$ cat src/rtl/req_ack_initiator.sv
// req_ack_initiator: FIFO-buffered initiator for a four-phase req/ack
// handshake toward slow-sampling agents.
// Ports:
//   clk, rstn            clock, async active-low reset
//   in_valid/in_data     command input (transfer when in_valid & in_ready)
//   in_ready             FIFO has room
//   req, req_data        registered request level and payload
//   ack                  agent acknowledge level (clk-synchronous)
//   done_pulse           one cycle per completed handshake
//   timeout_pulse        one cycle per aborted handshake
//   level                FIFO occupancy
// Optional macro REQ_ACK_TIMEOUT_EN adds a per-phase timeout counter.
module req_ack_initiator #(
    parameter int DATA_W      = 32,
    parameter int DEPTH       = 4,
    parameter int TIMEOUT_CYC = 1024
) (
    input  logic                     clk,
    input  logic                     rstn,
    input  logic                     in_valid,
    input  logic [DATA_W-1:0]        in_data,
    output logic                     in_ready,
    output logic                     req,
    output logic [DATA_W-1:0]        req_data,
    input  logic                     ack,
    output logic                     done_pulse,
    output logic                     timeout_pulse,
    output logic [$clog2(DEPTH):0]   level
);

    localparam int AW = $clog2(DEPTH);

    typedef enum logic [1:0] {
        IDLE,
        REQ_HI,
        REQ_LO
    } state_t;

    state_t            state;
    state_t            state_n;
    logic [DATA_W-1:0] mem [DEPTH];
    logic [AW:0]       wptr;
    logic [AW:0]       rptr;
    logic              full;
    logic              empty;
    logic              push;
    logic              pop;
    logic              tmo;
    logic              req_n;
    logic [DATA_W-1:0] req_data_n;
    logic              done_n;
    logic              to_n;

    // Extra pointer MSB distinguishes full from empty.
    assign full     = (wptr[AW] != rptr[AW]) &&
                      (wptr[AW-1:0] == rptr[AW-1:0]);
    assign empty    = (wptr == rptr);
    assign level    = wptr - rptr;
    assign in_ready = ~full;
    assign push     = in_valid & ~full;

    always_ff @(posedge clk) begin
        if (push) begin
            mem[wptr[AW-1:0]] <= in_data;
        end
    end

    always_ff @(posedge clk or negedge rstn) begin
        if (!rstn) begin
            wptr <= '0;
            rptr <= '0;
        end else begin
            if (push) wptr <= wptr + 1'b1;
            if (pop)  rptr <= rptr + 1'b1;
        end
    end

`ifdef REQ_ACK_TIMEOUT_EN
    localparam int CW = (TIMEOUT_CYC > 2) ? $clog2(TIMEOUT_CYC) : 1;

    logic [CW-1:0] cnt;

    assign tmo = (cnt == CW'(TIMEOUT_CYC - 1));

    // Phase timer: restarts on every state change, runs while busy.
    always_ff @(posedge clk or negedge rstn) begin
        if (!rstn) begin
            cnt <= '0;
        end else if (state_n != state) begin
            cnt <= '0;
        end else if (state != IDLE) begin
            cnt <= cnt + 1'b1;
        end
    end
`else
    assign tmo = 1'b0;
`endif

    always_ff @(posedge clk or negedge rstn) begin
        if (!rstn) begin
            state         <= IDLE;
            req           <= 1'b0;
            req_data      <= '0;
            done_pulse    <= 1'b0;
            timeout_pulse <= 1'b0;
        end else begin
            state         <= state_n;
            req           <= req_n;
            req_data      <= req_data_n;
            done_pulse    <= done_n;
            timeout_pulse <= to_n;
        end
    end

    always_comb begin
        state_n    = state;
        req_n      = req;
        req_data_n = req_data;
        done_n     = 1'b0;
        to_n       = 1'b0;
        pop        = 1'b0;
        unique case (state)
            IDLE: begin
                // A lingering ack from the last handshake blocks launch.
                if (!empty && !ack) begin
                    state_n    = REQ_HI;
                    pop        = 1'b1;
                    req_n      = 1'b1;
                    req_data_n = mem[rptr[AW-1:0]];
                end
            end
            REQ_HI: begin
                if (ack) begin
                    state_n = REQ_LO;
                    req_n   = 1'b0;
                end else if (tmo) begin
                    state_n = IDLE;
                    req_n   = 1'b0;
                    to_n    = 1'b1;
                end
            end
            REQ_LO: begin
                if (!ack) begin
                    state_n = IDLE;
                    done_n  = 1'b1;
                end else if (tmo) begin
                    state_n = IDLE;
                    to_n    = 1'b1;
                end
            end
            default: begin
                state_n = IDLE;
                req_n   = 1'b0;
            end
        endcase
    end

endmodule

$ cat config.mk
export PLATFORM = sky130hd
export DESIGN_NAME = req_ack_initiator
export DESIGN_NICKNAME = d
export VERILOG_FILES = /design/src/rtl/req_ack_initiator.sv
export SDC_FILE = /design/constraint.sdc
export NUM_CORES = 1
export LEC_CHECK = 0
export ABC_AREA = 1
export CAP_MARGIN = 20
export CORE_AREA = 2 2 93 163
export CTS_BUF_LIST = sky130_fd_sc_hd__clkbuf_8
export DETAILED_ROUTE_END_ITERATION = 7
export DIE_AREA = 0 0 95 165
export GPL_ROUTABILITY_DRIVEN = 0
export HOLD_SLACK_MARGIN = 0.15
export PLACE_DENSITY = 0.74
export SLEW_MARGIN = 20
export SYNTH_ARGS = -nofsm -noshare
export SYNTH_HDL_FRONTEND = slang
export SYNTH_SLANG_ARGS = --single-unit
$ cat constraint.sdc
create_clock -name clk -period 3 [get_ports clk]
set_input_delay 0.45 -clock clk [delete_from_list [all_inputs] [get_ports clk]]
set_output_delay 0.45 -clock clk [all_outputs]
set_load 0.02 [all_outputs]
* After elaboration in Yosys (flattened, before gate mapping)
Memories as Yosys holds them, arrays and structs flattened. A register that Yosys moved wholly into a read port is not among the register bits.
Index checks and enable logic that the tools add are counted.
W data, S select, Z words.
** Word-level totals
- Register bits after elaboration :: 10
- Latch bits :: 0
- Memory bits (writable) :: 128
- Bits in read-only memories :: 0
- Bits of input ports :: 36
- Output and inout bits :: 39
- Memories :: 1
** Cells by class
- Add/subtract/negate cells :: 3
- $mul :: 0
- Div/mod/pow operators :: 0
- $lt $le $gt $ge :: 0
- Equal/unequal tests :: 8
- Shift operators :: 0
- Muxes and demuxes :: 13
- Bitwise gates (word level) :: 3
- Reductions and logical operators :: 9
** Memory list
- mem :: words 4, width 32, rd ports 1, clocked after Yosys merged registers in 1, wr ports 1, line 41 : logic [DATA_W-1:0] mem [DEPTH];
** Operators with widths (number)
- $mux W1 :: 8
- $add A3 B1 Y3 const B :: 2
- $mux W2 :: 3
- $ne A2 B2 Y1 const B :: 3
- $pmux W2 S3 :: 1
- $reduce_and A3 Y1 :: 2
- $eq A3 B3 Y1 :: 1
- $logic_not A1 Y1 :: 3
- $pmux W1 S3 :: 1
- $sub A3 B3 Y3 :: 1
- $eq A2 B1 Y1 const B :: 1
- $eq A2 B2 Y1 :: 1
- $eq A2 B2 Y1 const B :: 1
- $logic_and A1 B1 Y1 :: 2
- $logic_not A2 Y1 :: 1
- $not A1 Y1 :: 2
- $reduce_and A2 Y1 :: 1
- $and A1 B1 Y1 :: 1
- $ne A1 B1 Y1 :: 1

* Longest topological paths before layout
- Depth after elaboration :: 6
- Depth in mapped cells :: 11

* Worst setup path before layout
No wires, ideal clock.
- Kind :: register to register
- From :: reg rptr[1]
- To :: mem mem[0][0] (enable)
- Arrival time :: 3071 ps
- Data required time :: 2579 ps
- Setup slack :: -493 ps
- Stages on the path, launching flop included :: 10
- Buffers on the path :: 2
- Path through :: dfrtp_1 > buf_2 > inv_1 > buf_2 > ha_1 > nand2_1 > inv_2 > nand3_1 > nand2_1 > nor2_1
** Between the ends
- Word-level cells in the longest chain between the ends :: 6
** Ends and longest elaborated chain
- from (decl) :: line 43 : logic [AW:0] rptr;
- from (signal assigned) :: line 74 : if (pop) rptr <= rptr + 1'b1;
- $eq A2 B2 Y1 :: line 56 : (wptr[AW-1:0] == rptr[AW-1:0]);
- $logic_and A1 B1 Y1 :: line 55 : assign full = (wptr[AW] != rptr[AW]) &&
- $not A1 Y1
- net in_ready :: line 22 : output logic in_ready,
- $and A1 B1 Y1 :: line 60 : assign push = in_valid & ~full;
- $mux W1 :: line 63 : if (push) begin
- $mux W1 (implied by the code) :: line 64 : mem[wptr[AW-1:0]] <= in_data;
- to (decl) :: line 41
The timed path passes the listed nets, and every way through them passes these cells.

* Worst setup path in the final report
- From :: reg wptr[0]
- To :: out level[2]
** Between the ends
- Word-level cells in the longest chain between the ends :: 1
** Ends and longest elaborated chain
- from (decl) :: line 42 : logic [AW:0] wptr;
- from (signal assigned) :: line 73 : if (push) wptr <= wptr + 1'b1;
- $sub A3 B3 Y3 :: line 58 : assign level = wptr - rptr;
- to (decl) :: line 28 : output logic [$clog2(DEPTH):0] level
Every way passes these cells.

==> run_results.csv <==
group,metric,value,unit
status,status,"completed",
hold_path,min_path_type,"flip-flop to flip-flop",
synth,yosysSeqAreaShare,0.6918,
drt,drtIter0Drc,242,
pwr,switching_share,0.3788,
final_layout,antennaDiodeCount,0,
synth,synth_cells,681,
timing,setup_viol,0,
synth,syn_avg_cell_area,10.39,µm²
drt,wirelength,14.12,mm
die,start_util,0.4949,
final_layout,synthToLayoutAreaGrowth,19.38,%
drt,wl_per_cell,14.91,µm
drt,drt_pass1_iterations,5,
drt,vias,4660,
timing,slew_viol_final,0,
drt,remaining_drc_errors,0,
setup_path,r2r_slack,530,ps
setup_path,start_kind,"flip-flop",
pwr,switchingPower,3.244,mW
timing,slew-limit-headroom,0.3985,
grt,grt_pass1_vias,4668,
timing,worst_slew_pin_slew,901.1,ps
timing,period_minus_slack,2832,ps
die,ios,75,
cts,clk_pin_slew,90,ps
cts,cts_tree,"built",
pwr,pwr-share-clk,0.197,
cts,cts_root_buffer,"clkbuf_8",
timing,hold_viol_final,0,
cts,ctsHoldBuffers,0,
cts,clk-insertion-delay-late,450,ps
synth,yosysTopAreaCell,"edfxtp_1",
setup_path,r2r_start,"wptr[0]",
grt,overflow,0,
grt,grt_first_pass_wirelength,22.98,mm
synth,yosysUniqueCellTypes,23,
die,die_h,165,µm
pwr,powerDensity,1014,nW/µm²
cts,postCtsResizedCells,0,
grt,grt_start_max_net_pins,67,
placed_design,hpwl,8.712,mm
placed_design,dp_cells,914,
cts,clockBufferDepth,2,
die,die_w,95,µm
drt,detail_route.vias_per_cell,4.921,
final_layout,drive_gt1_frac,0.08083,
drt,antenna_left,0,
setup_path,rr_endpoint,"mem[0][24]",
synth,synth_seq_cells,170,
synth,synth.area.top_cells,"edfxtp_1 54%, nand2_1 18%, dfrtp_1 15%",
final_layout,instances_no_fill,947,
timing,setup_tns,0,ps
pwr,p_comb_frac,0.400,
grt,grtUsageTotal,0.1963,
setup_path,path_max_fanout,4,
synth,synth.net_count,725,
cts,cts_htree_levels,4,
timing,rsz0062_at_grt,"false",
timing,fmax,353.2,MHz
die,coreArea,14300,µm²
hold_path,hold_path_startpoint,"req_data[4]",
die,num_rows,58,
timing,fin_crit_sh,0.9438,
setup_path,crit_type,"flip-flop to output pin",
pwr,cell_internal_pwr,5.319,mW
hold_path,whs_path_depth,2,
setup_path,cp.required,2550,ps
setup_path,cp.arrival,2380,ps
pwr,p_leak,3.801,nW
setup_path,end_kind,"output pin",
final_layout,nNetsFinal,798,
hold_path,min_to,"req_data[4]",
cts,cts.sinks,170,
run,drv_cap,0,
die,fp.dieArea,15680,µm²
synth,synthesis.area,7076,µm²
grt,antenna_found_initial,0,
synth,yosysWarningCount,0,
cts,cts_buffers,17,
pwr,peakVddDrop,780.1,µV
timing,skew,14.50,ps
cts,postCtsSetupBuffers,0,
synth,yosysTopAreaCellShare,0.5432,
placed_design,port_buffers,73,
setup_path,r2r_cells,8,
pwr,p_seq_frac,0.403,
## power by group through the flow
stage | registers [mW] | clock network (mW) | logic [mW]
5_1_grt | 3.51 | 1.81 | 3.86
6_report | 3.45 | 1.69 | 3.43
3_3_place_gp | 3.48 | 0 | 3.34
3_5_place_dp | 3.50 | 0 | 3.44
4_1_cts | 3.45 | 1.72 | 3.46
2_1_floorplan | 3.74 | 0 | 1.99
## cells in the mapped netlist (all sizes together)
cell type	instances
a21boi	1
a21oi	1
buf	26
clkbuf	2
conb	1
dfrtp	42
edfxtp	128
fa	1
ha	7
inv	79
nand2	342
nand3	39
nor2	6
o21ai	2
or2	1
xor2	3
## registers in the layout, summed over array words and instances, names as in the netlist
signal      count
done_pulse      1
mem           128
req             1
req_data       32
rptr            3
state           2
wptr            3
## layout by cell type (no fill, tap or decap), types with 2 or more instances in the layout
cell,synthesis,layout
clkinv_2,0,3
clkdlybuf4s50_1,0,72
xor2_1,3,3
buf_4,5,5
nor2_4,0,4
ha_1,7,7
buf_12,0,4
clkbuf_8,0,19
clkinv_4,0,6
dfrtp_1,42,41
inv_2,4,3
o21ai_0,2,2
nand2_1,333,333
nand2_4,3,3
edfxtp_1,128,128
bufinv_16,0,3
nand2_2,6,6
inv_1,75,75
nand3_1,39,39
## worst max-delay path: stages, from the launching register on
cell	delay [ps]
dfrtp_1	430
inv_1	140
ha_1	170
inv_1	50
fa_1	380
xor2_1	150
clkdlybuf4s50_1	610
## through the flow
step	setup WS [ps]	hold slack, ps	util	cell area [µm²]	power (mW)
final	168.5	483.6	0.5908	8447	8.563
after global routing	57.41	507.4	0.5908	8447	9.170
after CTS	138.8	186.0	0.5899	8433	8.638
after detailed placement	558.1	464.2	0.5598	8003	6.943
after global placement	659.2	460.9	0.5598	8003	6.818
after floorplan	-492.6	154.4	-	7076	5.730
## how the worst max path moves through the flow
| stage | start | to | slack [ps] |
|---|---|---|---|
| after floorplan | rptr[1] | mem[0][0] | -490 |
| after global placement | wptr[0] | mem[0][2] | 660 |
| after detailed placement | wptr[0] | mem[0][5] | 560 |
| after CTS | wptr[0] | level[2] | 140 |
| after global routing | wptr[0] | level[2] | 60 |
| final | wptr[0] | level[2] | 170 |
## metal layers
| layer | up-vias | track usage | share of wire |
|---|---|---|---|
| met5 | - | 0 | 0 |
| met4 | 0 | 0.08235 | 0.021 |
| met3 | 23 | 0.04288 | 0.053 |
| met2 | 140 | 0.3462 | 0.54 |
| met1 | 2218 | 0.2277 | 0.39 |
| li1 | 2279 | - | - |
## cell families (layout without fill, tap and decap cells)
logic type | count (synthesis) | in the layout | synth area share
AO/OA/AOI/OAI | 4 | 4 | 0.004776
AND/OR/NAND/NOR | 388 | 388 | 0.2187
other | 1 | 1 | 0.0005300
flip-flops | 170 | 170 | 0.6918
adder cells (fa/ha/maj) | 8 | 8 | 0.01521
XOR/XNOR | 3 | 3 | 0.003714
buffers and inverters | 107 | 193 | 0.06525
## final cells by class
class / count / area [µm²]
Tap cell: 180 / 225.2
Clock inverter: 13 / 168.9
Sequential cell: 170 / 4896
Inverter: 79 / 297.8
Timing Repair Buffer: 82 / 848.3
Multi-Input combinational cell: 404 / 1749
Fill cell: 1154 / 5849
Clock buffer: 19 / 261.5
No activity file was read; power rests on OpenSTA's default activity.
